==> config.mk <==
export PLATFORM = sky130hd
export DESIGN_NAME = demux_1to4_8b_flat
export DESIGN_NICKNAME = d
export VERILOG_FILES = /design/src/rtl/demux_pkg.sv /design/src/rtl/demux_1to4_8b_if.sv /design/src/rtl/demux_slot_8b.sv /design/src/rtl/demux_1to4_8b.sv /design/src/flat_wrapper.sv
export SDC_FILE = /design/constraint.sdc
export NUM_CORES = 1
export LEC_CHECK = 0
export BUFFER_PORTS_ARGS = -buffer_cell sky130_fd_sc_hd__buf_2
export CAP_MARGIN = 20
export CORE_MARGIN = 1.5
export CORE_UTILIZATION = 45
export DETAILED_ROUTE_END_ITERATION = 7
export PLACE_DENSITY = 0.74
export SLEW_MARGIN = 10
export SYNTH_ARGS = -nofsm -noshare
export SYNTH_HDL_FRONTEND = slang
export SYNTH_SLANG_ARGS = --single-unit
==> constraint.sdc <==
create_clock -name input_clk -period 4 [get_ports input_clk]
set_clock_uncertainty 0.15 [all_clocks]
set_input_delay 0.6 -clock input_clk [delete_from_list [all_inputs] [get_ports input_clk]]
set_output_delay 0.6 -clock input_clk [all_outputs]
set_load 0.05 [all_outputs]
==> src/rtl/demux_pkg.sv <==
// Shared definitions for the 1-to-4 bus demultiplexer: width, channel codes, slot states.
package demux_pkg;

   localparam int unsigned WIDTH = 8;

   localparam logic [1:0] CH_A = 2'b00;
   localparam logic [1:0] CH_B = 2'b01;
   localparam logic [1:0] CH_C = 2'b10;
   localparam logic [1:0] CH_D = 2'b11;

   typedef enum logic {
      EMPTY = 1'b0,
      FULL  = 1'b1
   } slot_state_e;

endpackage

==> src/rtl/demux_1to4_8b_if.sv <==
// Source/destination bundle of the 1-to-4 demultiplexer.
// input_broadcast exists only when DEMUX_BROADCAST_EN is defined.
interface demux_1to4_8b_if #(
   parameter int unsigned WIDTH = demux_pkg::WIDTH
);
   logic [WIDTH-1:0] input_data;
   logic             input_select1;
   logic             input_select2;
   logic             input_valid;
   logic             output_ready;
`ifdef DEMUX_BROADCAST_EN
   logic             input_broadcast;
`endif
   logic [WIDTH-1:0] output_a;
   logic [WIDTH-1:0] output_b;
   logic [WIDTH-1:0] output_c;
   logic [WIDTH-1:0] output_d;
   logic             output_valid_a;
   logic             output_valid_b;
   logic             output_valid_c;
   logic             output_valid_d;
   logic             input_ack_a;
   logic             input_ack_b;
   logic             input_ack_c;
   logic             input_ack_d;

   // Source and consumers together form the master side.
   modport master (
      output input_data, input_select1, input_select2, input_valid,
`ifdef DEMUX_BROADCAST_EN
      output input_broadcast,
`endif
      output input_ack_a, input_ack_b, input_ack_c, input_ack_d,
      input  output_ready,
      input  output_a, output_b, output_c, output_d,
      input  output_valid_a, output_valid_b, output_valid_c, output_valid_d
   );

   modport slave (
      input  input_data, input_select1, input_select2, input_valid,
`ifdef DEMUX_BROADCAST_EN
      input  input_broadcast,
`endif
      input  input_ack_a, input_ack_b, input_ack_c, input_ack_d,
      output output_ready,
      output output_a, output_b, output_c, output_d,
      output output_valid_a, output_valid_b, output_valid_c, output_valid_d
   );

endinterface

==> src/rtl/demux_slot_8b.sv <==
// One-word holding slot with valid/ack handshake; a load while acked passes straight through.
module demux_slot_8b
   import demux_pkg::*;
#(
   parameter int unsigned WIDTH = demux_pkg::WIDTH
) (
   input  logic             clk,
   input  logic             rst_n,
   input  logic             load,
   input  logic [WIDTH-1:0] data_in,
   input  logic             ack,
   output logic [WIDTH-1:0] data_out,
   output logic             valid,
   output logic             can_load
);

   slot_state_e      state_q, state_d;
   logic [WIDTH-1:0] data_q, data_d;

   always_ff @(posedge clk) begin
      if (!rst_n) begin
         state_q <= EMPTY;
         data_q  <= '0;
      end else begin
         state_q <= state_d;
         data_q  <= data_d;
      end
   end

   always_comb begin
      state_d = state_q;
      data_d  = data_q;
      if (load) begin
         state_d = FULL;
         data_d  = data_in;
      end else if (ack && state_q == FULL) begin
         // Data is left in place after draining; consumers qualify with valid.
         state_d = EMPTY;
      end
   end

   assign data_out = data_q;
   assign valid    = (state_q == FULL);
   assign can_load = (state_q == EMPTY) || ack;

endmodule

==> src/rtl/demux_1to4_8b.sv <==
// 1-to-4 8-bit bus demultiplexer: routes each source word to one of four handshaked slots.
// Define DEMUX_BROADCAST_EN to add input_broadcast, which loads all four slots at once.
module demux_1to4_8b
   import demux_pkg::*;
#(
   parameter int unsigned WIDTH = demux_pkg::WIDTH
) (
   input logic            input_clk,
   input logic            input_rst_n,
   demux_1to4_8b_if.slave bus
);

   logic [1:0]       sel;
   logic [3:0]       target;
   logic [3:0]       load;
   logic [3:0]       ack;
   logic [3:0]       valid;
   logic [3:0]       can_load;
   logic [WIDTH-1:0] slot_data [4];
   logic             ready;
   logic             accept;
   logic             bcast;

   assign sel = {bus.input_select2, bus.input_select1};
   assign ack = {bus.input_ack_d, bus.input_ack_c, bus.input_ack_b, bus.input_ack_a};

`ifdef DEMUX_BROADCAST_EN
   assign bcast = bus.input_broadcast;
`else
   assign bcast = 1'b0;
`endif

   always_comb begin
      target = 4'b0000;
      unique case (sel)
         CH_A: target = 4'b0001;
         CH_B: target = 4'b0010;
         CH_C: target = 4'b0100;
         CH_D: target = 4'b1000;
         default: target = 4'b0000;
      endcase
   end

   // Broadcast needs every slot free; otherwise only the selected slot matters.
   always_comb begin
      if (bcast) begin
         ready = input_rst_n && (&can_load);
      end else begin
         ready = input_rst_n && (|(target & can_load));
      end
   end

   assign accept = bus.input_valid && ready;
   assign load   = accept ? (bcast ? 4'b1111 : target) : 4'b0000;

   for (genvar i = 0; i < 4; i++) begin : g_slot
      demux_slot_8b #(
         .WIDTH (WIDTH)
      ) u_slot (
         .clk      (input_clk),
         .rst_n    (input_rst_n),
         .load     (load[i]),
         .data_in  (bus.input_data),
         .ack      (ack[i]),
         .data_out (slot_data[i]),
         .valid    (valid[i]),
         .can_load (can_load[i])
      );
   end

   assign bus.output_ready   = ready;
   assign bus.output_a       = slot_data[0];
   assign bus.output_b       = slot_data[1];
   assign bus.output_c       = slot_data[2];
   assign bus.output_d       = slot_data[3];
   assign bus.output_valid_a = valid[0];
   assign bus.output_valid_b = valid[1];
   assign bus.output_valid_c = valid[2];
   assign bus.output_valid_d = valid[3];

endmodule

==> src/flat_wrapper.sv <==
// flat-port wrapper written by rule: the top's interface ports become plain ports
module demux_1to4_8b_flat import demux_pkg::*;
#(
   parameter int unsigned WIDTH = demux_pkg::WIDTH
)
  (input_clk, input_rst_n, bus_input_data, bus_input_select1, bus_input_select2, bus_input_valid, bus_input_ack_a, bus_input_ack_b, bus_input_ack_c, bus_input_ack_d, bus_output_ready, bus_output_a, bus_output_b, bus_output_c, bus_output_d, bus_output_valid_a, bus_output_valid_b, bus_output_valid_c, bus_output_valid_d);
  demux_1to4_8b_if #(.WIDTH(WIDTH)) bus_i ();
  input logic input_clk;
  input logic input_rst_n;
  input wire logic [$bits(bus_i.input_data)-1:0] bus_input_data;
  input wire logic [$bits(bus_i.input_select1)-1:0] bus_input_select1;
  input wire logic [$bits(bus_i.input_select2)-1:0] bus_input_select2;
  input wire logic [$bits(bus_i.input_valid)-1:0] bus_input_valid;
  input wire logic [$bits(bus_i.input_ack_a)-1:0] bus_input_ack_a;
  input wire logic [$bits(bus_i.input_ack_b)-1:0] bus_input_ack_b;
  input wire logic [$bits(bus_i.input_ack_c)-1:0] bus_input_ack_c;
  input wire logic [$bits(bus_i.input_ack_d)-1:0] bus_input_ack_d;
  output wire logic [$bits(bus_i.output_ready)-1:0] bus_output_ready;
  output wire logic [$bits(bus_i.output_a)-1:0] bus_output_a;
  output wire logic [$bits(bus_i.output_b)-1:0] bus_output_b;
  output wire logic [$bits(bus_i.output_c)-1:0] bus_output_c;
  output wire logic [$bits(bus_i.output_d)-1:0] bus_output_d;
  output wire logic [$bits(bus_i.output_valid_a)-1:0] bus_output_valid_a;
  output wire logic [$bits(bus_i.output_valid_b)-1:0] bus_output_valid_b;
  output wire logic [$bits(bus_i.output_valid_c)-1:0] bus_output_valid_c;
  output wire logic [$bits(bus_i.output_valid_d)-1:0] bus_output_valid_d;
  assign bus_i.input_data = bus_input_data;
  assign bus_i.input_select1 = bus_input_select1;
  assign bus_i.input_select2 = bus_input_select2;
  assign bus_i.input_valid = bus_input_valid;
  assign bus_i.input_ack_a = bus_input_ack_a;
  assign bus_i.input_ack_b = bus_input_ack_b;
  assign bus_i.input_ack_c = bus_input_ack_c;
  assign bus_i.input_ack_d = bus_input_ack_d;
  assign bus_output_ready = bus_i.output_ready;
  assign bus_output_a = bus_i.output_a;
  assign bus_output_b = bus_i.output_b;
  assign bus_output_c = bus_i.output_c;
  assign bus_output_d = bus_i.output_d;
  assign bus_output_valid_a = bus_i.output_valid_a;
  assign bus_output_valid_b = bus_i.output_valid_b;
  assign bus_output_valid_c = bus_i.output_valid_c;
  assign bus_output_valid_d = bus_i.output_valid_d;
  demux_1to4_8b #(.WIDTH(WIDTH)) u_core (.input_clk(input_clk), .input_rst_n(input_rst_n), .bus(bus_i));
endmodule
Word-level counts from Yosys, hierarchy flattened
Index checks and enable logic that the tools add are counted.
- input bits: 17
- word-level logic and storage cells: 42
- register bits: 36
- bitwise gates (word level): 5
- reduce and logical (&&, ||, !) cells: 16
- eq/ne operators: 3
- multiplexer cells: 10
- operator list (kind ; number):
    4-bit case mux with 4 select lines ; 1
    1-bit 2-to-1 mux ; 8
    2-bit nonzero test ; 4
    1-bit logical AND ; 6
    4-bit bitwise AND ; 1
    2-bit equality test (second input constant) ; 2
    1-bit logical OR ; 4
    4-bit 2-to-1 mux ; 1
    1-bit NOT ; 4
    4-bit OR reduction ; 1
    2-bit by 1-bit equality test with 1-bit output (second input constant) ; 1
    2-bit zero test ; 1

Longest topological paths before layout
- depth in word-level cells: 8
- gate-level depth with buffers: 5
- mapped depth without buffers: 3

Modules after synthesis
Synthesis repeated with hierarchy kept, for this count alone.
- cells, all modules: 126
- area total of the unflattened synthesis: 1426.4 um2
- modules (own cells, without submodules) (module ; times used ; area an instance (um2) ; cells each):
    demux_slot_8b ; 4 ; 339.1 ; 29
    demux_1to4_8b ; 1 ; 70.1 ; 10

Least setup slack after synthesis
OpenSTA, ideal clock, no wires.
- kind: input -> output
- start: input port u_core.g_slot[1].u_slot.valid
- end: output port bus_output_ready
- setup slack: 1.688 ns
- data required time: 3.250 ns
- buffers on the path: 0
- stages: 4
- arrival: 1.562 ns
- cell sequence: dfxtp_1 nand2b_1 mux4_2 and2_1
- word-level cells in the longest chain between the ends: 5
- ends and longest elaborated chain (element ; line ; text):
    start: declaration ; demux_slot_8b.sv:13 ; output logic valid,
    1-bit NOT ; demux_slot_8b.sv:44 ; assign can_load = (state_q == EMPTY) || ack;
    1-bit logical OR ; demux_slot_8b.sv:44 ;
    4-bit bitwise AND ; demux_1to4_8b.sv:49 ; ready = input_rst_n && (|(target & can_load));
    4-bit OR reduction ; demux_1to4_8b.sv:49 ;
    1-bit logical AND ; demux_1to4_8b.sv:49 ;
    end: declaration ; flat_wrapper.sv:18 ; output wire logic [$bits(bus_i.output_ready)-1:0] bus_output_ready;
Every way passes these cells.

Final worst setup path
- start: input port bus_input_ack_b
- end: output port bus_output_ready
- word-level cells in the longest chain between the ends: 4
- ends and longest elaborated chain (element ; line ; text):
    start: declaration ; flat_wrapper.sv:15 ; input wire logic [$bits(bus_i.input_ack_b)-1:0] bus_input_ack_b;
    1-bit logical OR ; demux_slot_8b.sv:44 ;
    4-bit bitwise AND ; demux_1to4_8b.sv:49 ;
    4-bit OR reduction ; demux_1to4_8b.sv:49 ;
    1-bit logical AND ; demux_1to4_8b.sv:49 ;
Every way passes these cells.

==> key figures <==
Floorplan
  – Die ar.: 0.00350 mm2
  – Initial core utilization: 46.9%
  – Top Ports: 54
  – Core Rows: 20
  – CORE AREA: 0.00303 mm2
  – Die H: 59.2 um
  – Die Wd: 59.2 um

Power
  – Pwr Total: 0.654 mW
  – LEAKAGE: 0.829 nW
  – Cell Pwr Density: 374 mW/mm2
  – Peak supply drop: 0.163 mV

Placed design
  – Final Wtd Congestion: 0.758
  – Cell count after placement: 227
  – Setup Slack @ Placement: 1.38 ns
  – Dpl hpwl: 2190 um
  – # port buffers: 53
  – Placed inst area: 0.00168 mm2

Clock network
  – Max Root-Sink Buffers: 2
  – Hold buffer count at cts: 0
  – CTS sink count: 36
  – CTS tree: done
  – Post-CTS Resized: 0
  – Clk slew on worst S/H paths: 0.10 ns
  – Root buffer cell: clkbuf_4
  – Clock latency on the worst-skew pair: 0.33 ns
  – H-tree Lvls: 2
  – Post-CTS Setup Bufs: 0
  – CTS buffer count: 5

Timing
  – Worst slew pin tran: 0.747 ns
  – Setup TNS: 0 ns
  – Minimum clock period: 2.46 ns
  – Worst Slack Setup Final: 1.54 ns
  – Relative slew slack: 50.0%
  – Max-slew violation count: 0
  – Hold Slack: 0.313 ns
  – Number of setup violations in the final report: 0
  – Hold Fails Final Rpt: 0
  – RSZ-0062 raised after global routing: no
  – Max frequency: 407 MHz
  – Tcrit/Tclk final: 61.4%

Logic synthesis
  – Top-area cell type share of the netlist area: 50.7%
  – FF+latch count, synth: 36
  – Synth Area per Inst: 10.2 um2
  – Post-synth EDFFs: 0
  – Most frequent cell after synthesis: nand2_1
  – Yosys warning total: 0
  – Sequential area share after synthesis: 50.7%
  – Gate count of the mapped netlist: 139
  – Cell area after synthesis: 0.00142 mm2
  – Post-synth top cells: nand2_1, dfxtp_1, mux2i_1
  – Synth Flop Type: dfxtp_1
  – Synth area leaders: dfxtp_1, mux2i_1, nand2_1, buf_4, nand2b_1
  – Syn Nets: 156
  – Yosys top cell by area: dfxtp_1
  – Number of distinct library cells after synthesis: 21
  – Synth async-reset ratio: 0%

Final layout
  – Nets: 207
  – Fillers: 293
  – Layout cells sized above 1: 33.5%
  – Multi-input gate area: 643 um2
  – ANT cells: 0
  – Final Cell Area: 0.00175 mm2
  – Area delta synth->final: 23.0%
  – Final cell count without fillers: 235
  – Storage cell area: 721 um2
  – Post-layout util: 57.7%

Outcome
  – Status: finished, final reports clean

Route
  – Vias: 1103
  – DR iter-0 viols: 30
  – DRC errors left: 0
  – Via/cell ratio: 4.69
  – Antenna Nets Post-Route: 0
  – Total wire length: 2970 um
  – First-pass DRT Iterations: 4
  – WL/cell: 12.6 um

Worst setup path
  – CP Data Required Time: 3.25 ns
  – Element type at the critical path start: primary input
  – Worst R2R Path Depth: 3
  – Worst Path Arrival: 1.71 ns
  – R2r startpoint: u_core.g_slot[0].u_slot.valid
  – Crit path capture: bus_output_ready
  – Critical Path Start: bus_input_ack_b
  – Worst Path Max Fanout: 3
  – Endpoint class of the critical path: output port
  – R2R setup slack: 2.36 ns
  – Reg2reg end: u_core.g_slot[0].u_slot.data_out[5]
  – Worst Path Class, Setup: in -> out

Global routing
  – GRT Util Overall: 18.8%
  – Overflow after GRT: 0
  – Vias in the first global route: 1055
  – Largest net degree at the start of global routing: 48
  – First-pass GRT wire length: 4770 um
  – Initial antenna violation count: 0

Min path
  – Hold Crit Class: reg -> reg

Flow run
  – Max-cap viol count: 0
## how the worst min path moves through the flow
stage / start / endpoint / slack, ns / depth (start not counted)
after CTS: u_core.g_slot[3].u_slot.data_out[0] / u_core.g_slot[3].u_slot.data_out[0] / 0.32 / 2
after global placement: u_core.g_slot[3].u_slot.data_out[4] / u_core.g_slot[3].u_slot.data_out[4] / 0.29 / 2
after detailed placement: u_core.g_slot[2].u_slot.data_out[6] / u_core.g_slot[2].u_slot.data_out[6] / 0.29 / 2
after global routing: u_core.g_slot[2].u_slot.data_out[6] / u_core.g_slot[2].u_slot.data_out[6] / 0.34 / 2
after floorplan: u_core.g_slot[0].u_slot.data_out[0] / u_core.g_slot[0].u_slot.data_out[0] / 0.52 / 2
final: u_core.g_slot[2].u_slot.data_out[7] / u_core.g_slot[2].u_slot.data_out[7] / 0.31 / 2
## layout make-up
cell class              instances  area share [%]
clock buffers                   7            3.15
clock inverters                 1           0.430
multi-input cells              94            36.8
flip-flops and latches         36            41.3
well taps                      44            3.15
repair buffers                 53            15.2
## placed cells by master, fill, tap and decap left out, types with 2 or more instances in the layout
cell type	count
a21boi_0	2
and2_1	2
and3b_1	2
buf_2	53
clkbuf_4	5
dfxtp_1	36
mux2i_1	32
nand2_1	41
nand2b_1	4
## worst max-delay path, stage by stage
cell,delay [ns]
buf_2,0.09
nand2b_1,0.18
mux4_2,0.46
and2_1,0.17
buf_2,0.21
## report_power, final
part | switching (mW) | internal (mW) | total [mW]
logic | 0.0601 | 0.0240 | 0.0841
clock network | 0.113 | 0.0860 | 0.199
registers | 0.00410 | 0.367 | 0.371
total | 0.177 | 0.477 | 0.654
## layer usage
layer / part of all wire [%] / vias up / global-route usage (%)
li1: - / 567 / -
met1: 48 / 506 / 24.0
met2: 47 / 28 / 28.4
met3: 3.9 / 2 / 6.55
met4: 0.98 / 0 / 8.77
met5: 0 / - / 0
## sequential cells by signal (all words and copies together) (netlist names)
name                           flops
u_core.g_slot.u_slot.valid         4
u_core.g_slot.u_slot.data_out     32
## logic make-up after synthesis
logic type	count (synthesis)	share of synthesized area (%)
compound gates	4	1.94
buf+inv	9	3.96
simple gates	57	19.2
mux	33	24.1
flops	36	50.7
Note: power is estimated with default switching activity, not from simulation.
